[config.mk]
export PLATFORM = sky130hd
export DESIGN_NAME = pipe_ctrl_flat
export DESIGN_NICKNAME = d
export VERILOG_FILES = /design/src/rtl/pipe_ctrl_if.sv /design/src/rtl/pipe_ctrl.sv /design/src/flat_wrapper.sv
export SDC_FILE = /design/constraint.sdc
export NUM_CORES = 1
export LEC_CHECK = 0
export CAP_MARGIN = 10
export CORE_ASPECT_RATIO = 0.75
export CORE_MARGIN = 3
export CORE_UTILIZATION = 41
export CTS_CLUSTER_DIAMETER = 50
export DETAILED_ROUTE_END_ITERATION = 6
export GPL_TIMING_DRIVEN = 0
export PLACE_DENSITY = 0.77
export SYNTH_ARGS = -nofsm -noshare
export SYNTH_HDL_FRONTEND = slang
export SYNTH_SLANG_ARGS = --single-unit
[constraint.sdc]
create_clock -name clk -period 2.35 [get_ports clk]
set_clock_uncertainty 0.2 [all_clocks]
set_input_delay 0.47 -clock clk [delete_from_list [all_inputs] [get_ports clk]]
set_output_delay 0.47 -clock clk [all_outputs]
set_load 0.005 [all_outputs]
[src/rtl/pipe_ctrl_if.sv]
// Pipeline control bus: per-stage stall requests and MEM exception report in,
// stall vector, flush and redirect PC out.
interface pipe_ctrl_if;
  logic        stallreq_if;
  logic        stallreq_id;
  logic        stallreq_ex;
  logic        stallreq_mem;
  logic [31:0] excepttype_i;
  logic [31:0] cp0_epc_i;
  logic [5:0]  stall;
  logic        flush;
  logic [31:0] new_pc;

  modport master (
    output stallreq_if, stallreq_id, stallreq_ex, stallreq_mem,
    output excepttype_i, cp0_epc_i,
    input  stall, flush, new_pc
  );

  modport slave (
    input  stallreq_if, stallreq_id, stallreq_ex, stallreq_mem,
    input  excepttype_i, cp0_epc_i,
    output stall, flush, new_pc
  );
endinterface

[src/rtl/pipe_ctrl.sv]
// Five-stage pipeline controller: stall merging, exception flush/redirect with
// programmable flush hold, and stall/flush performance counters.
module pipe_ctrl #(
  parameter int          FLUSH_CYCLES = 1,
  parameter logic [31:0] EXC_VECTOR   = 32'h0000_0020,
  parameter logic [31:0] ERET_CODE    = 32'h0000_000e
) (
  input  logic          clk,
  input  logic          rst,
  pipe_ctrl_if.slave    bus,
  output logic [31:0]   stall_cycles_o,
  output logic [15:0]   flush_count_o
);

  localparam logic [0:0] IDLE = 1'b0;
  localparam logic [0:0] HOLD = 1'b1;
  localparam logic [3:0] HOLD_INIT = (FLUSH_CYCLES > 1) ? 4'(FLUSH_CYCLES - 2) : 4'd0;

  logic [0:0]  state_q, state_d;
  logic [3:0]  hold_cnt_q, hold_cnt_d;
  logic [31:0] pc_q, pc_d;
  logic [31:0] stall_cycles_q;
  logic [15:0] flush_count_q;

  logic [5:0]  stall_c;
  logic        flush_c;
  logic [31:0] new_pc_c;
  logic        accept_c;

  always_comb begin
    stall_c    = 6'b000000;
    flush_c    = 1'b0;
    new_pc_c   = 32'h0;
    accept_c   = 1'b0;
    state_d    = state_q;
    hold_cnt_d = hold_cnt_q;
    pc_d       = pc_q;
    if (!rst) begin
      case (state_q)
        IDLE: begin
          // MEM must be off the data bus before the exception can be taken.
          if (bus.excepttype_i != 32'h0 && !bus.stallreq_mem) begin
            accept_c = 1'b1;
            flush_c  = 1'b1;
            new_pc_c = (bus.excepttype_i == ERET_CODE) ? bus.cp0_epc_i : EXC_VECTOR;
            pc_d     = new_pc_c;
            if (FLUSH_CYCLES > 1) begin
              state_d    = HOLD;
              hold_cnt_d = HOLD_INIT;
            end
          end else if (bus.stallreq_mem) begin
            stall_c = 6'b011111;
          end else if (bus.stallreq_ex) begin
            stall_c = 6'b001111;
          end else if (bus.stallreq_id) begin
            stall_c = 6'b000111;
          end else if (bus.stallreq_if) begin
            stall_c = 6'b000011;
          end
        end
        default: begin
          flush_c  = 1'b1;
          new_pc_c = pc_q;
          if (hold_cnt_q == 4'd0) begin
            state_d = IDLE;
          end else begin
            hold_cnt_d = hold_cnt_q - 4'd1;
          end
        end
      endcase
    end
  end

  always_ff @(posedge clk) begin
    if (rst) begin
      state_q        <= IDLE;
      hold_cnt_q     <= 4'd0;
      pc_q           <= 32'h0;
      stall_cycles_q <= 32'h0;
      flush_count_q  <= 16'h0;
    end else begin
      state_q    <= state_d;
      hold_cnt_q <= hold_cnt_d;
      pc_q       <= pc_d;
      if (stall_c != 6'b000000 && stall_cycles_q != 32'hFFFF_FFFF) begin
        stall_cycles_q <= stall_cycles_q + 32'd1;
      end
      if (accept_c) begin
        flush_count_q <= flush_count_q + 16'd1;
      end
    end
  end

  assign bus.stall      = stall_c;
  assign bus.flush      = flush_c;
  assign bus.new_pc     = new_pc_c;
  assign stall_cycles_o = stall_cycles_q;
  assign flush_count_o  = flush_count_q;

endmodule

[src/flat_wrapper.sv]
// flat-port wrapper written by rule: the top's interface ports become plain ports
module pipe_ctrl_flat 
#(
  parameter int          FLUSH_CYCLES = 1,
  parameter logic [31:0] EXC_VECTOR   = 32'h0000_0020,
  parameter logic [31:0] ERET_CODE    = 32'h0000_000e
)
  (clk, rst, stall_cycles_o, flush_count_o, bus_stallreq_if, bus_stallreq_id, bus_stallreq_ex, bus_stallreq_mem, bus_excepttype_i, bus_cp0_epc_i, bus_stall, bus_flush, bus_new_pc);
  pipe_ctrl_if bus_i ();
  input  logic clk;
  input  logic rst;
  output logic [31:0] stall_cycles_o;
  output logic [15:0] flush_count_o;
  input wire logic [$bits(bus_i.stallreq_if)-1:0] bus_stallreq_if;
  input wire logic [$bits(bus_i.stallreq_id)-1:0] bus_stallreq_id;
  input wire logic [$bits(bus_i.stallreq_ex)-1:0] bus_stallreq_ex;
  input wire logic [$bits(bus_i.stallreq_mem)-1:0] bus_stallreq_mem;
  input wire logic [$bits(bus_i.excepttype_i)-1:0] bus_excepttype_i;
  input wire logic [$bits(bus_i.cp0_epc_i)-1:0] bus_cp0_epc_i;
  output wire logic [$bits(bus_i.stall)-1:0] bus_stall;
  output wire logic [$bits(bus_i.flush)-1:0] bus_flush;
  output wire logic [$bits(bus_i.new_pc)-1:0] bus_new_pc;
  assign bus_i.stallreq_if = bus_stallreq_if;
  assign bus_i.stallreq_id = bus_stallreq_id;
  assign bus_i.stallreq_ex = bus_stallreq_ex;
  assign bus_i.stallreq_mem = bus_stallreq_mem;
  assign bus_i.excepttype_i = bus_excepttype_i;
  assign bus_i.cp0_epc_i = bus_cp0_epc_i;
  assign bus_stall = bus_i.stall;
  assign bus_flush = bus_i.flush;
  assign bus_new_pc = bus_i.new_pc;
  pipe_ctrl #(.FLUSH_CYCLES(FLUSH_CYCLES), .EXC_VECTOR(EXC_VECTOR), .ERET_CODE(ERET_CODE)) u_core (.clk(clk), .rst(rst), .bus(bus_i), .stall_cycles_o(stall_cycles_o), .flush_count_o(flush_count_o));
endmodule
==> impl_metrics.ini, run 1 <==
[power]
seqPwrFrac_pct = 42.0
irDropWorstVdd_mv = 0.394
p_per_area_nw_per_um2 = 471
leakage_uw = 0.00269
p_sw_uw = 793
power_frac_clock_pct = 47.5
sw_frac_of_total_pct = 22.8
p_comb_share_pct = 10.5
intPower_uw = 2690

[placement]
hpwl_mm = 10.8
io_buffer_count = 153
dp_worst_setup_slack_ns = -1.63
gp_congestion = 0.854

[yosys]
yosysMostFrequentCell = nand2_1
synth_area_leader_cell = dfxtp_1
seq_area_frac_synth_pct = 39.0
synth-edff-count = 0
yosysWarnings = 0
ys_types = 47
synth-seq-cells = 85
synth_area_per_cell_um2 = 7.92
syn_area_um2 = 4360
ys_async_sr_fraction_pct = 0
netlist.area_leader.share_pct = 39.0
syn_inst = 551
synth_area_leaders = dfxtp_1 (39%), a21oi_1 (8.3%), nand2_1 (7.4%)
synth_common_cells = nand2_1 (86), dfxtp_1 (85), a21oi_1 (72)
synth_nets = 624
synth-main-ff-cell = dfxtp_1

[critical_path]
worst_ep_arrival_time_ns = 2.33
cp_max_fo = 5
cpMaxStageDelayCell = nor4_4
crit_path_cell_trace = buf_6 -> nor4_4 -> nand4_4 -> nor3_4 -> nor3b_4 -> buf_6 -> buf_6 -> buf_12 -> nand2_4 -> a21oi_2 -> buf_2
crit_path_end_kind = primary output
max_stage_delay_ns = 0.37
r2r_cells = 9
worst-setup-path-type = in2out
cp_data_required_time_ns = 1.68
cp-start-kind = primary input
cp_common_cell = buf_6

[floorplanning]
die_x_um = 125
ioPinCount = 157
fp-row-count = 31
core_um2 = 10000
dieArea_um2 = 11900
initial_core_util_pct = 43.6
die_h_um = 95.3

[route]
firstDrtPassIters = 6
vias_per_cell = 6.01
vias = 5442
finalWirelength_mm = 17.6
drtAntennaViolNets = 0
drc = 0
wl_per_cell_um = 19.5
drtIter0Drc = 454

[sta]
min_period_ns = 3.00
final_max_slew_viol_count = 0
tightest_slew_ns = 0.714
fin_tns_setup_ns = -26.97
post-route-period-util_pct = 128
max_freq_mhz = 334
whs_ns = 0.256
maxSlewHeadroom_pct = 52.4
final-setup-viol-count = 69
worst_slack_ns = -0.647
hold_viol = 0
rsz0062_at_grt = yes

[cells_and_area]
nNetsFinal = 841
final_layout_size_suffix_gt1_share_pct = 34.4
fill_cells = 699
area_growth_pct = 69.2

[cts]
cts.sinks = 85
cts_tree = yes
insertion_delay_ns = 0.34
postCtsHoldBufs = 0
htreeDepth = 3
root_buffer = clkbuf_16
clock_tree.buffer_depth = 2
cts_buffers = 9
clk_pin_slew_ns = 0.06

[min_path]
worstHoldPathCells = 2
min-delay-path-class = reg2reg

[grt]
grt_pass1_wl_mm = 27.4
grt_start_max_net_pins = 14
grt_pass1_vias = 5390
grt_use_total_pct = 28.5
grt_antenna_before_repair = 1
grt.overflow.total = 0

[run_status]
outcome = finished, violations left
violations = setup timing

[run]
drv_cap = 0
## critical path, delay by kind of cell
kind | cells | cell delay [ns]
AO/OA/AOI/OAI | 1 | 0.14
buffers and inverters | 5 | 0.65
AND/OR/NAND/NOR | 5 | 1.07
## metal layers
metal | up-vias | GRT usage, % | share of wire [%]
met2 | 328 | 46.4 | 47
met1 | 2614 | 35.6 | 39
li1 | 2441 | - | -
met5 | - | 0 | 0
met4 | 0 | 12.5 | 3.0
met3 | 59 | 8.29 | 10
## flip-flops by register name, summed over array words and instances, names as in the netlist
register,flops
u_core.pc_q,32
u_core.stall_cycles_o,32
u_core.flush_count_o,16
u_core.hold_cnt_q,4
u_core.state_q,1
## metrics by stage
stage | util [%] | power [uW] | instances | area (um2)
2_1_floorplan | - | 1590 | 551 | 4390
3_3_place_gp | 60.8 | 1780 | 836 | 6090
3_5_place_dp | 60.8 | 1790 | 836 | 6090
4_1_cts | 72.3 | 3460 | 903 | 7230
5_1_grt | 73.8 | 3560 | 906 | 7380
6_report | 73.8 | 3480 | 906 | 7380
## worst paths after layout
path	slack, ns	start	to
min reg2reg	0.26	u_core.pc_q[24]	u_core.pc_q[24]
min	0.26	u_core.pc_q[24]	u_core.pc_q[24]
max	-0.65	bus_excepttype_i[12]	bus_new_pc[9]
max reg2reg	-0.11	u_core.state_q	u_core.stall_cycles_o[6]
## final cells by class
cell class              count  area [um2]  share of cell area [%]
multi-input cells         421        3030                    41.0
repair buffers            208        1850                    25.1
flip-flops and latches     85        1720                    23.2
plain buffers              35         250                    3.39
clock buffers              12         246                    3.34
well taps                 132         165                    2.24
clock inverters             4        95.1                    1.29
inverters                   8        30.0                   0.407
diodes                      1        2.50                  0.0339
## layout by cell type, fill, tap and decap left out, types with 5 or more instances in the layout
| cell | count |
|---|---|
| o21a_1 | 8 |
| dfxtp_1 | 76 |
| buf_4 | 31 |
| nand3_1 | 32 |
| clkdlybuf4s15_1 | 7 |
| clkdlybuf4s50_1 | 84 |
| nand4_1 | 18 |
| dlygate4sd2_1 | 5 |
| buf_2 | 49 |
| nand2_2 | 8 |
| dfxtp_2 | 8 |
| buf_6 | 33 |
| and4_1 | 5 |
| o21ai_1 | 9 |
| nor3_1 | 5 |
| inv_1 | 6 |
| xnor2_1 | 7 |
| clkbuf_1 | 15 |
| nor4_4 | 9 |
| a22oi_2 | 16 |
| nor2_1 | 46 |
| nand2_1 | 68 |
| clkbuf_16 | 9 |
| a21oi_1 | 51 |
| or3_1 | 19 |
| o21ai_0 | 5 |
| a21oi_2 | 21 |
| xor2_1 | 9 |
| buf_8 | 5 |
| nand2_4 | 10 |
## kinds of logic (layout without fill, tap and decap cells)
group / after synthesis / count (layout) / share of synthesized area, %
adder cells (fa/ha/maj): 3 / 3 / 0.860
AO/OA/AOI/OAI: 136 / 137 / 18.8
XOR/XNOR: 16 / 16 / 3.21
multiplexers: 3 / 3 / 0.746
flip-flops: 85 / 85 / 39.0
other: 1 / 2 / 0.0860
buffers and inverters: 46 / 267 / 4.79
AND/OR/NAND/NOR: 261 / 261 / 32.5
## repair_timing
item / 4_1_cts / 5_1_grt
buffers inserted: 53 / 6
pin swaps: 113 / 31
setup endpoints to repair: 115 / 85
gates cloned: 9 / 0
resized for setup: 417 / 38
## power by group through the flow
stage / clock (uW) / combinational (uW) / sequential (uW)
4_1_cts: 1660 / 344 / 1460
5_1_grt: 1720 / 381 / 1460
6_report: 1650 / 364 / 1460
3_3_place_gp: 0 / 289 / 1490
2_1_floorplan: 0 / 101 / 1490
3_5_place_dp: 0 / 294 / 1490
(Power assumes the default switching activity.)
==> run 2: changes to the inputs <==
--- a/config.mk
+++ b/config.mk
@@ -8,11 +8,11 @@
 export CAP_MARGIN = 10
 export CORE_ASPECT_RATIO = 0.75
 export CORE_MARGIN = 3
-export CORE_UTILIZATION = 41
+export CORE_UTILIZATION = 49
 export CTS_CLUSTER_DIAMETER = 50
 export DETAILED_ROUTE_END_ITERATION = 6
 export GPL_TIMING_DRIVEN = 0
-export PLACE_DENSITY = 0.77
+export PLACE_DENSITY = 0.87
 export SYNTH_ARGS = -nofsm -noshare
 export SYNTH_HDL_FRONTEND = slang
 export SYNTH_SLANG_ARGS = --single-unit
==> constraint.sdc (replaced) <==
create_clock -name clk -period 3.6 [get_ports clk]
set_clock_uncertainty 0.2 [all_clocks]
set_input_delay 0.72 -clock clk [delete_from_list [all_inputs] [get_ports clk]]
set_output_delay 0.72 -clock clk [all_outputs]
set_load 0.005 [all_outputs]
==> run 2 against run 1 <==
The run ends with DRC, setup timing left; sequential share of layout area up 2.4 points; die area shrank 15%; sequential power fell by 35%; first-iteration DRC count rose by 26%; design area shrank 10%; clock power down 42%; register-to-register slack improved by 0.78 ns; combinational power decreased by 44%; flip-flop and latch count stayed put; largest cell class unchanged.
==> impl_metrics.ini, run 2 (synthesis gave the netlist of run 1 again) <==
[critical_path]
worst-setup-path-type = in2out
cp-start-kind = primary input
r2r-start = u_core.state_q
worst_ep_arrival_time_ns = 2.68
reg2reg_slack_ns = 0.67
cp_max_fo = 6
cp_data_required_time_ns = 2.68
crit_path_end_kind = primary output
cp-startpoint = bus_excepttype_i[25]

[floorplanning]
fp-row-count = 29
core_um2 = 8560
die_h_um = 87.7
ioPinCount = 157
initial_core_util_pct = 50.9
die_x_um = 115
dieArea_um2 = 10100

[sta]
final_max_slew_viol_count = 0
min_period_ns = 3.60
whs_ns = 0.264
worst_slack_ns = -0.00477
final-setup-viol-count = 1
max_freq_mhz = 277
hold_viol = 0
maxSlewHeadroom_pct = 52.0
tightest_slew_ns = 0.714
rsz0062_at_grt = yes
post-route-period-util_pct = 100

[route]
routed-wl-met2_mm = 7.90
route.top_layer_used = met4
drc = 1
finalWirelength_mm = 16.7
wl_met1_mm = 6.28
vias = 5369
firstDrtPassIters = 7
vias_per_cell = 6.29
drtAntennaViolNets = 0
wl_per_cell_um = 19.6
drtIter0Drc = 573
route.met3.wl_mm = 1.61

[grt]
grt_antenna_before_repair = 0
grt_use_total_pct = 29.9
grt_pass1_vias = 5099
grt_pass1_wl_mm = 24.1
grt_start_max_net_pins = 16
grt.overflow.total = 0

[min_path]
hold_path.startpoint = u_core.pc_q[22]
min-delay-path-class = reg2reg

[cells_and_area]
nNetsFinal = 813
area.sequential_um2 = 1700
fill_cells = 544
final_layout_size_suffix_gt1_share_pct = 19.9
area_growth_pct = 51.9
mostFrequentLayoutCell = clkdlybuf4s50_1
layout_common_cells = clkdlybuf4s50_1 (87), dfxtp_1 (85), nand2_1 (76)
multi_input_area_um2 = 2660

[cts]
postCtsHoldBufs = 0
cts_buffers = 9
htreeDepth = 3
insertion_delay_ns = 0.35
cts.sinks = 85
clock_tree.buffer_depth = 2
cts_tree = yes
root_buffer = clkbuf_16
clk_pin_slew_ns = 0.07

[run_status]
outcome = finished, violations left
violations = DRC, setup timing

[power]
irDropWorstVdd_mv = 0.233
total_power_uw = 2110
leakage_uw = 0.00239
p_per_area_nw_per_um2 = 318

[run]
drv_cap = 0

[placement]
hpwl_mm = 10.6
gp_congestion = 0.902
io_buffer_count = 153
==> run 2: changes by cell type in the layout (fill, tap and decap cells not counted), moves of 8 or more <==
| cell | previous run | this run |
|---|---|---|
| buf_2 | 49 | 22 |
| buf_6 | 33 | 14 |
| clkbuf_2 | 4 | 22 |
| a22oi_1 | 0 | 15 |
| a22oi_2 | 16 | 1 |
| buf_4 | 31 | 18 |
| o21ai_0 | 5 | 15 |
| a21oi_1 | 51 | 60 |
| a21oi_2 | 21 | 12 |
| dfxtp_1 | 76 | 85 |
| o21ai_1 | 9 | 0 |
| clkbuf_1 | 15 | 23 |
| dfxtp_2 | 8 | 0 |
| nand2_1 | 68 | 76 |
==> run 2: where the power goes <==
group / total [uW] / leakage [uW] / internal [uW] / switching (uW)
Clock: 951 / 0.000141 / 544 / 407
Sequential: 952 / 0.000685 / 945 / 7.89
Combinational: 205 / 0.00156 / 94.6 / 110
==> run 2: final timing paths <==
kind	to	cells after the start
min	u_core.pc_q[22]	2
min reg2reg	u_core.pc_q[22]	2
max reg2reg	u_core.stall_cycles_o[15]	9
max	bus_new_pc[29]	10
==> run 2: stage by stage <==
step | setup TNS, ns | cells | area [um2] | setup WS [ns] | utilization [%]
6_report | -0.00477 | 854 | 6630 | -0.00477 | 77.4
5_1_grt | -0.933 | 853 | 6630 | -0.108 | 77.4
4_1_cts | -0.0271 | 844 | 6440 | -0.0271 | 75.3
3_5_place_dp | -31.34 | 812 | 6030 | -1.00 | 70.4
3_3_place_gp | -28.10 | 812 | 6030 | -0.900 | 70.4
2_1_floorplan | 0 | 551 | 4360 | 0.439 | -
==> run 2: layout make-up <==
cell class,count,area share [%]
multi-input combinational,420,40.1
buffer,37,2.96
tap,108,2.04
timing repair buffer,179,24.2
inverter,8,0.453
antenna,1,0.0378
clock buffer,10,3.45
clock inverter,6,1.06
sequential,85,25.7
==> run 2: critical path, cell delays in order <==
cell and delay [ns]:
buf_6 0.10, nor4_4 0.34, nand4_4 0.22, nor3_4 0.26
nor3b_4 0.23, buf_6 0.18, buf_6 0.13, nand2_1 0.10
a21oi_1 0.22, clkbuf_2 0.17
==> run 2: repair_timing <==
action | 4_1_cts | 5_1_grt
setup buffers | 14 | 9
pin swaps | 26 | 30
setup endpoints to repair | 37 | 36
cloned | 2 | 1
resized for setup | 155 | 111
==> run 2: metal layers <==
layer  track usage [%]  vias to the layer above
met5                 0                        -
met4              16.2                        0
met3              5.11                       97
met2              49.2                      381
met1              37.5                     2515
li1                  -                     2376
